$ cat config.mk
export PLATFORM = sky130hd
export DESIGN_NAME = ftch_seq
export DESIGN_NICKNAME = d
export VERILOG_FILES = /design/src/rtl/ftch_seq.sv
export SDC_FILE = /design/constraint.sdc
export NUM_CORES = 1
export LEC_CHECK = 0
export BUFFER_PORTS_ARGS = -buffer_cell sky130_fd_sc_hd__buf_2
export CAP_MARGIN = 10
export CORE_ASPECT_RATIO = 0.9
export CORE_MARGIN = 5
export CORE_UTILIZATION = 60
export CTS_CLUSTER_DIAMETER = 150
export DETAILED_ROUTE_END_ITERATION = 10
export HOLD_SLACK_MARGIN = 0.03
export PLACE_DENSITY = 0.8
export SLEW_MARGIN = 30
export SYNTH_ARGS = -nofsm -noshare
export SYNTH_HDL_FRONTEND = slang
export SYNTH_SLANG_ARGS = --single-unit
$ cat constraint.sdc
create_clock -name clk -period 8 [get_ports clk]
set_input_delay 0.8 -clock clk [delete_from_list [all_inputs] [get_ports clk]]
set_output_delay 0.8 -clock clk [all_outputs]
set_load 0.02 [all_outputs]
$ cat src/rtl/ftch_seq.sv
// ftch_seq: sequential instruction-fetch PC generator with imem request
// issue, in-order response pairing, redirect flush and a decode-side
// instruction buffer with valid/ready handshake.
module ftch_seq #(
    parameter logic [31:0] RESET_PC        = 32'hBFC0_0000,
    parameter int unsigned BUF_DEPTH       = 4,
    parameter int unsigned MAX_OUTSTANDING = 4
) (
    input  logic        clk,
    input  logic        resetn,
    output logic        ftch_imem_vld,
    output logic [31:0] ftch_imem_addr,
    input  logic        imem_ftch_vld,
    input  logic [31:0] imem_ftch_instr,
    input  logic        redirect_vld,
    input  logic [31:0] redirect_pc,
    output logic        ftch_dec_vld,
    output logic [31:0] ftch_dec_pc,
    output logic [31:0] ftch_dec_instr,
    input  logic        dec_ftch_rdy
);

    localparam int unsigned CW  = $clog2(BUF_DEPTH + 1);
    localparam int unsigned BAW = $clog2(BUF_DEPTH);
    localparam int unsigned PAW = (MAX_OUTSTANDING > 1) ? $clog2(MAX_OUTSTANDING) : 1;

    localparam logic [CW-1:0]  LP_BD   = CW'(BUF_DEPTH);
    localparam logic [CW-1:0]  LP_MO   = CW'(MAX_OUTSTANDING);
    localparam logic [PAW-1:0] LP_PLST = PAW'(MAX_OUTSTANDING - 1);

    // Fetch PC and request registers
    logic [31:0]    r_next_pc;
    logic [CW-1:0]  r_outst;
    logic [CW-1:0]  r_drop;

    // PC FIFO pairing issued addresses with in-order responses
    logic [31:0]    r_pcq [MAX_OUTSTANDING];
    logic [PAW-1:0] r_pq_wr;
    logic [PAW-1:0] r_pq_rd;

    // Instruction buffer
    logic [31:0]    r_bpc    [BUF_DEPTH];
    logic [31:0]    r_binstr [BUF_DEPTH];
    logic [BAW-1:0] r_bwr;
    logic [BAW-1:0] r_brd;
    logic [CW-1:0]  r_bcnt;

    logic           w_issue;
    logic           w_keep;
    logic           w_pop;
    logic           w_empty;
    logic           w_drop_active;
    logic [CW-1:0]  w_occ;
    logic [PAW-1:0] w_pq_wr_nxt;
    logic [PAW-1:0] w_pq_rd_nxt;

    // Issue only when the buffer can absorb every outstanding response
    assign w_occ         = r_outst + r_bcnt;
    assign w_issue       = !redirect_vld && (r_outst < LP_MO) && (w_occ < LP_BD);
    assign w_drop_active = (r_drop != '0);
    assign w_keep        = imem_ftch_vld && !w_drop_active && !redirect_vld;
    assign w_empty       = (r_bcnt == '0);
    assign w_pop         = ftch_dec_vld && dec_ftch_rdy;
    assign w_pq_wr_nxt   = (r_pq_wr == LP_PLST) ? '0 : r_pq_wr + PAW'(1);
    assign w_pq_rd_nxt   = (r_pq_rd == LP_PLST) ? '0 : r_pq_rd + PAW'(1);

    assign ftch_dec_vld   = !w_empty && !redirect_vld;
    assign ftch_dec_pc    = r_bpc[r_brd];
    assign ftch_dec_instr = r_binstr[r_brd];

    // Request channel: redirect reloads next_pc and suppresses issue
    always_ff @(posedge clk or negedge resetn) begin
        if (!resetn) begin
            ftch_imem_vld  <= 1'b0;
            ftch_imem_addr <= RESET_PC;
            r_next_pc      <= RESET_PC;
            r_pq_wr        <= '0;
        end else if (redirect_vld) begin
            ftch_imem_vld <= 1'b0;
            r_next_pc     <= redirect_pc & ~32'h3;
        end else if (w_issue) begin
            ftch_imem_vld  <= 1'b1;
            ftch_imem_addr <= r_next_pc;
            r_next_pc      <= r_next_pc + 32'd4;
            r_pq_wr        <= w_pq_wr_nxt;
        end else begin
            ftch_imem_vld <= 1'b0;
        end
    end

    // PC FIFO storage (data only, validity tracked by r_outst)
    always_ff @(posedge clk) begin
        if (w_issue) begin
            r_pcq[r_pq_wr] <= r_next_pc;
        end
    end

    // Outstanding / drop accounting; a redirect marks every in-flight
    // request not answered this very cycle for discard
    always_ff @(posedge clk or negedge resetn) begin
        if (!resetn) begin
            r_outst <= '0;
            r_drop  <= '0;
            r_pq_rd <= '0;
        end else begin
            case ({w_issue, imem_ftch_vld})
                2'b10:   r_outst <= r_outst + CW'(1);
                2'b01:   r_outst <= r_outst - CW'(1);
                default: r_outst <= r_outst;
            endcase
            if (redirect_vld) begin
                r_drop <= imem_ftch_vld ? (r_outst - CW'(1)) : r_outst;
            end else if (imem_ftch_vld && w_drop_active) begin
                r_drop <= r_drop - CW'(1);
            end
            if (imem_ftch_vld) begin
                r_pq_rd <= w_pq_rd_nxt;
            end
        end
    end

    // Instruction buffer: flush on redirect, else push kept responses and pop on handshake
    always_ff @(posedge clk or negedge resetn) begin
        if (!resetn) begin
            for (int unsigned i = 0; i < BUF_DEPTH; i++) begin
                r_bpc[i]    <= '0;
                r_binstr[i] <= '0;
            end
            r_bwr  <= '0;
            r_brd  <= '0;
            r_bcnt <= '0;
        end else if (redirect_vld) begin
            r_bwr  <= '0;
            r_brd  <= '0;
            r_bcnt <= '0;
        end else begin
            if (w_keep) begin
                r_bpc[r_bwr]    <= r_pcq[r_pq_rd];
                r_binstr[r_bwr] <= imem_ftch_instr;
                r_bwr           <= r_bwr + BAW'(1);
            end
            if (w_pop) begin
                r_brd <= r_brd + BAW'(1);
            end
            case ({w_keep, w_pop})
                2'b10:   r_bcnt <= r_bcnt + CW'(1);
                2'b01:   r_bcnt <= r_bcnt - CW'(1);
                default: r_bcnt <= r_bcnt;
            endcase
        end
    end

    // A response with nothing outstanding is an imem protocol violation
    ap_no_orphan_resp: assert property (
        @(posedge clk) disable iff (!resetn) !(imem_ftch_vld && (r_outst == '0))
    );

endmodule

==> results.py <==
metrics = {
    "sta": {
        "finalCriticalPeriod_ns": 3.77,
        "report.final.slew_viol_count": 0,
        "rsz0062_at_grt": "false",
        "skew_ns": 0.0114,
        "hold_viol": 0,
        "fin_setup_tns_ns": 0,
        "worst_slew_pin_slew_ns": 0.928,
        "fmax_mhz": 265,
        "setup_violations": 0,
        "fin_crit_sh": 0.471,
        "whs_ns": 0.285,
        "maxSlewHeadroom": 0.382,
    },
    "logic_synthesis": {
        "netlist_area_um2": 19200,
        "synth-edff-count": 120,
        "synth_top_flop_cell": "dfrtp_1",
        "synth_area_leader_cell": "dfrtp_1",
        "ys_warn_count": 0,
        "synth.distinct_cells": 52,
        "synth_area_leaders": "dfrtp_1, edfxtp_1, mux2_2",
        "netlist_instances": 1181,
        "synth_top_cell_area_share": 0.401,
        "postSynthAreaPerCell_um2": 16.3,
        "synth-seq-cells": 446,
        "async_flop_share": 0.731,
        "ys_seq_area_frac": 0.613,
    },
    "setup_path": {
        "path_cells": "buf_4, mux4_2, buf_2",
        "slowest_delay_ns": 0.87,
        "critPathArrivalTime_ns": 2.97,
        "reg2reg_from": "r_outst[1]",
        "r2r.worst_path.cells": 4,
        "r2r_end": "r_pcq[3][15]",
        "worstSetupStartpointType": "flop",
        "crit_required_ns": 7.20,
        "crit_slowest_cell": "dfrtp_4",
        "r2r_slack_ns": 4.79,
        "path_max_fanout": 33,
        "path_class": "flop to primary output",
        "end_kind": "primary output",
    },
    "floorplanning": {
        "chipHeight_um": 180,
        "ioPinCount": 167,
        "die_area_um2": 35700,
        "initial_core_util": 0.604,
        "num_rows": 62,
        "core_region_area_um2": 31800,
        "die_x_um": 199,
    },
    "routing": {
        "drt-initial-drc-count": 656,
        "viasPerCell": 6.22,
        "wirelength_um": 40800,
        "vias": 11080,
        "route.detailed.drc": 0,
        "drt_pass1_iterations": 5,
        "wire_per_inst_um": 22.9,
        "ant_nets": 0,
    },
    "cts": {
        "clock_sinks": 446,
        "clkTransAtPathRegs_ns": 0.06,
        "clockBufferDepth": 3,
        "cts_hold_buf": 0,
        "cts-resized-gates": 0,
        "clock-root-buffer": "clkbuf_16",
        "clk_latency_ns": 0.54,
        "cts_max_level": 2,
        "cts_tree": "built",
        "cts_setup_buffers": 0,
        "cts-buffers-inserted": 44,
    },
    "global_route": {
        "grt_max_degree": 150,
        "grt_busiest_layer": "met2",
        "grt-ovfl-total": 0,
        "grt_use_met3": 0.0371,
        "grt_pass1_wl_um": 66900,
        "grt.total_usage": 0.236,
        "grt_pass1_vias": 11747,
        "use_met2": 0.383,
        "met1_usage": 0.345,
        "grt_antenna_before_repair": 0,
    },
    "pwr": {
        "p_leak_uw": 0.00943,
        "p_per_area_nw_per_um2": 341,
        "vdd_ir_drop_max_v": 0.000210,
        "p_total_uw": 7450,
    },
    "status": {
        "status": "completed",
    },
    "finish": {
        "final_cells": 1782,
        "num_antenna_cells": 0,
        "drive_gt1_frac": 0.474,
        "area_delta_synth_final_pct": 13.5,
        "nNetsFinal": 1416,
        "nFillCells": 2173,
    },
    "placement": {
        "gp_congestion": 0.847,
        "dp_hpwl_um": 25000,
        "dpl.cell_count": 1699,
        "io_buffers": 160,
    },
    "run": {
        "drv_cap": 0,
    },
    "worst_hold_path": {
        "hold_class": "primary input to async pin",
    },
}
==> power by group <==
part	internal (uW)	switching, uW	total [uW]
Sequential	2870	357	3230
Clock	1170	850	2020
Combinational	1020	1180	2200
Total	5070	2380	7450
==> logic make-up (layout without fill, tap and decap cells) <==
| family | count (synthesis) | after routing | synth area share |
|---|---|---|---|
| flops | 446 | 446 | 0.613 |
| mux | 379 | 379 | 0.276 |
| simple gates | 159 | 159 | 0.0450 |
| buf+inv | 90 | 272 | 0.0208 |
| compound gates | 74 | 74 | 0.0269 |
| fa+ha+maj | 17 | 17 | 0.0115 |
| xor+xnor | 15 | 15 | 0.00683 |
| other cells | 1 | 4 | 0.000195 |
==> layout by cell type, fill, tap and decap left out, drive strengths merged, types with 17 or more instances in the layout <==
cell type and instances:
edfxtp 120, mux4 92, mux2 283, nand2 29
clkinv 20, dfstp 18, nand4 17, dfrtp 308
buf 170, nand3 20, a31oi 21, or4 18
inv 22, nor2 33, clkbuf 54
==> worst max-delay path by stage <==
stage / from / to / slack, ns / cells past startpoint
final: r_brd[0] / ftch_dec_pc[21] / 4.23 / 3
after global routing: r_brd[0] / ftch_dec_pc[21] / 3.97 / 3
after CTS: r_brd[0] / ftch_dec_pc[21] / 4.12 / 3
after detailed placement: redirect_vld / r_bpc[74] / 4.56 / 5
after global placement: redirect_vld / r_bpc[80] / 4.68 / 5
after floorplan: r_outst[1] / r_pcq[0][10] / 5.15 / 4
==> critical path: cells and delay by family, from the launching register on <==
kind,cells,cell delay [ns]
flip-flops,1,0.87
buffers and inverters,2,0.88
multiplexers,1,0.64
==> cell usage after synthesis (all sizes together) (19+ instances only) <==
cell type / instances
clkbuf: 19
dfrtp: 308
nor2: 33
inv: 20
nand2: 29
a31oi: 21
mux4: 92
edfxtp: 120
mux2: 283
nand3: 20
buf: 51
==> cell type report <==
| class | instances | area (um2) | area share |
|---|---|---|---|
| Timing Repair Buffer | 170 | 922 | 0.0423 |
| Inverter | 20 | 75.1 | 0.00344 |
| Clock buffer | 54 | 1170 | 0.0536 |
| Multi-Input combinational cell | 648 | 7100 | 0.325 |
| Tap cell | 416 | 520 | 0.0238 |
| Sequential cell | 446 | 11800 | 0.540 |
| Clock inverter | 28 | 245 | 0.0112 |
==> flip-flops by register name (all words and copies together) (netlist names) <==
signal          cells
r_binstr          128
r_bpc             120
r_pcq             120
ftch_imem_addr     30
r_next_pc          30
r_bcnt              3
r_drop              3
r_outst             3
r_brd               2
r_bwr               2
r_pq_rd             2
r_pq_wr             2
ftch_imem_vld       1
==> stage by stage <==
step | setup WS, ns | instance area [um2] | util
5_1_grt | 3.97 | 21800 | 0.686
4_1_cts | 4.12 | 21800 | 0.685
3_3_place_gp | 4.68 | 20400 | 0.640
6_report | 4.23 | 21800 | 0.686
2_1_floorplan | 5.15 | 19200 | -
3_5_place_dp | 4.56 | 20400 | 0.641
==> routing by layer <==
metal  vias to the layer above  share of wire
li1                       4849              -
met1                      5861           0.42
met2                       308           0.51
met3                        62          0.051
met4                         0          0.018
met5                         -              0
No activity file was read; power rests on OpenSTA's default activity.
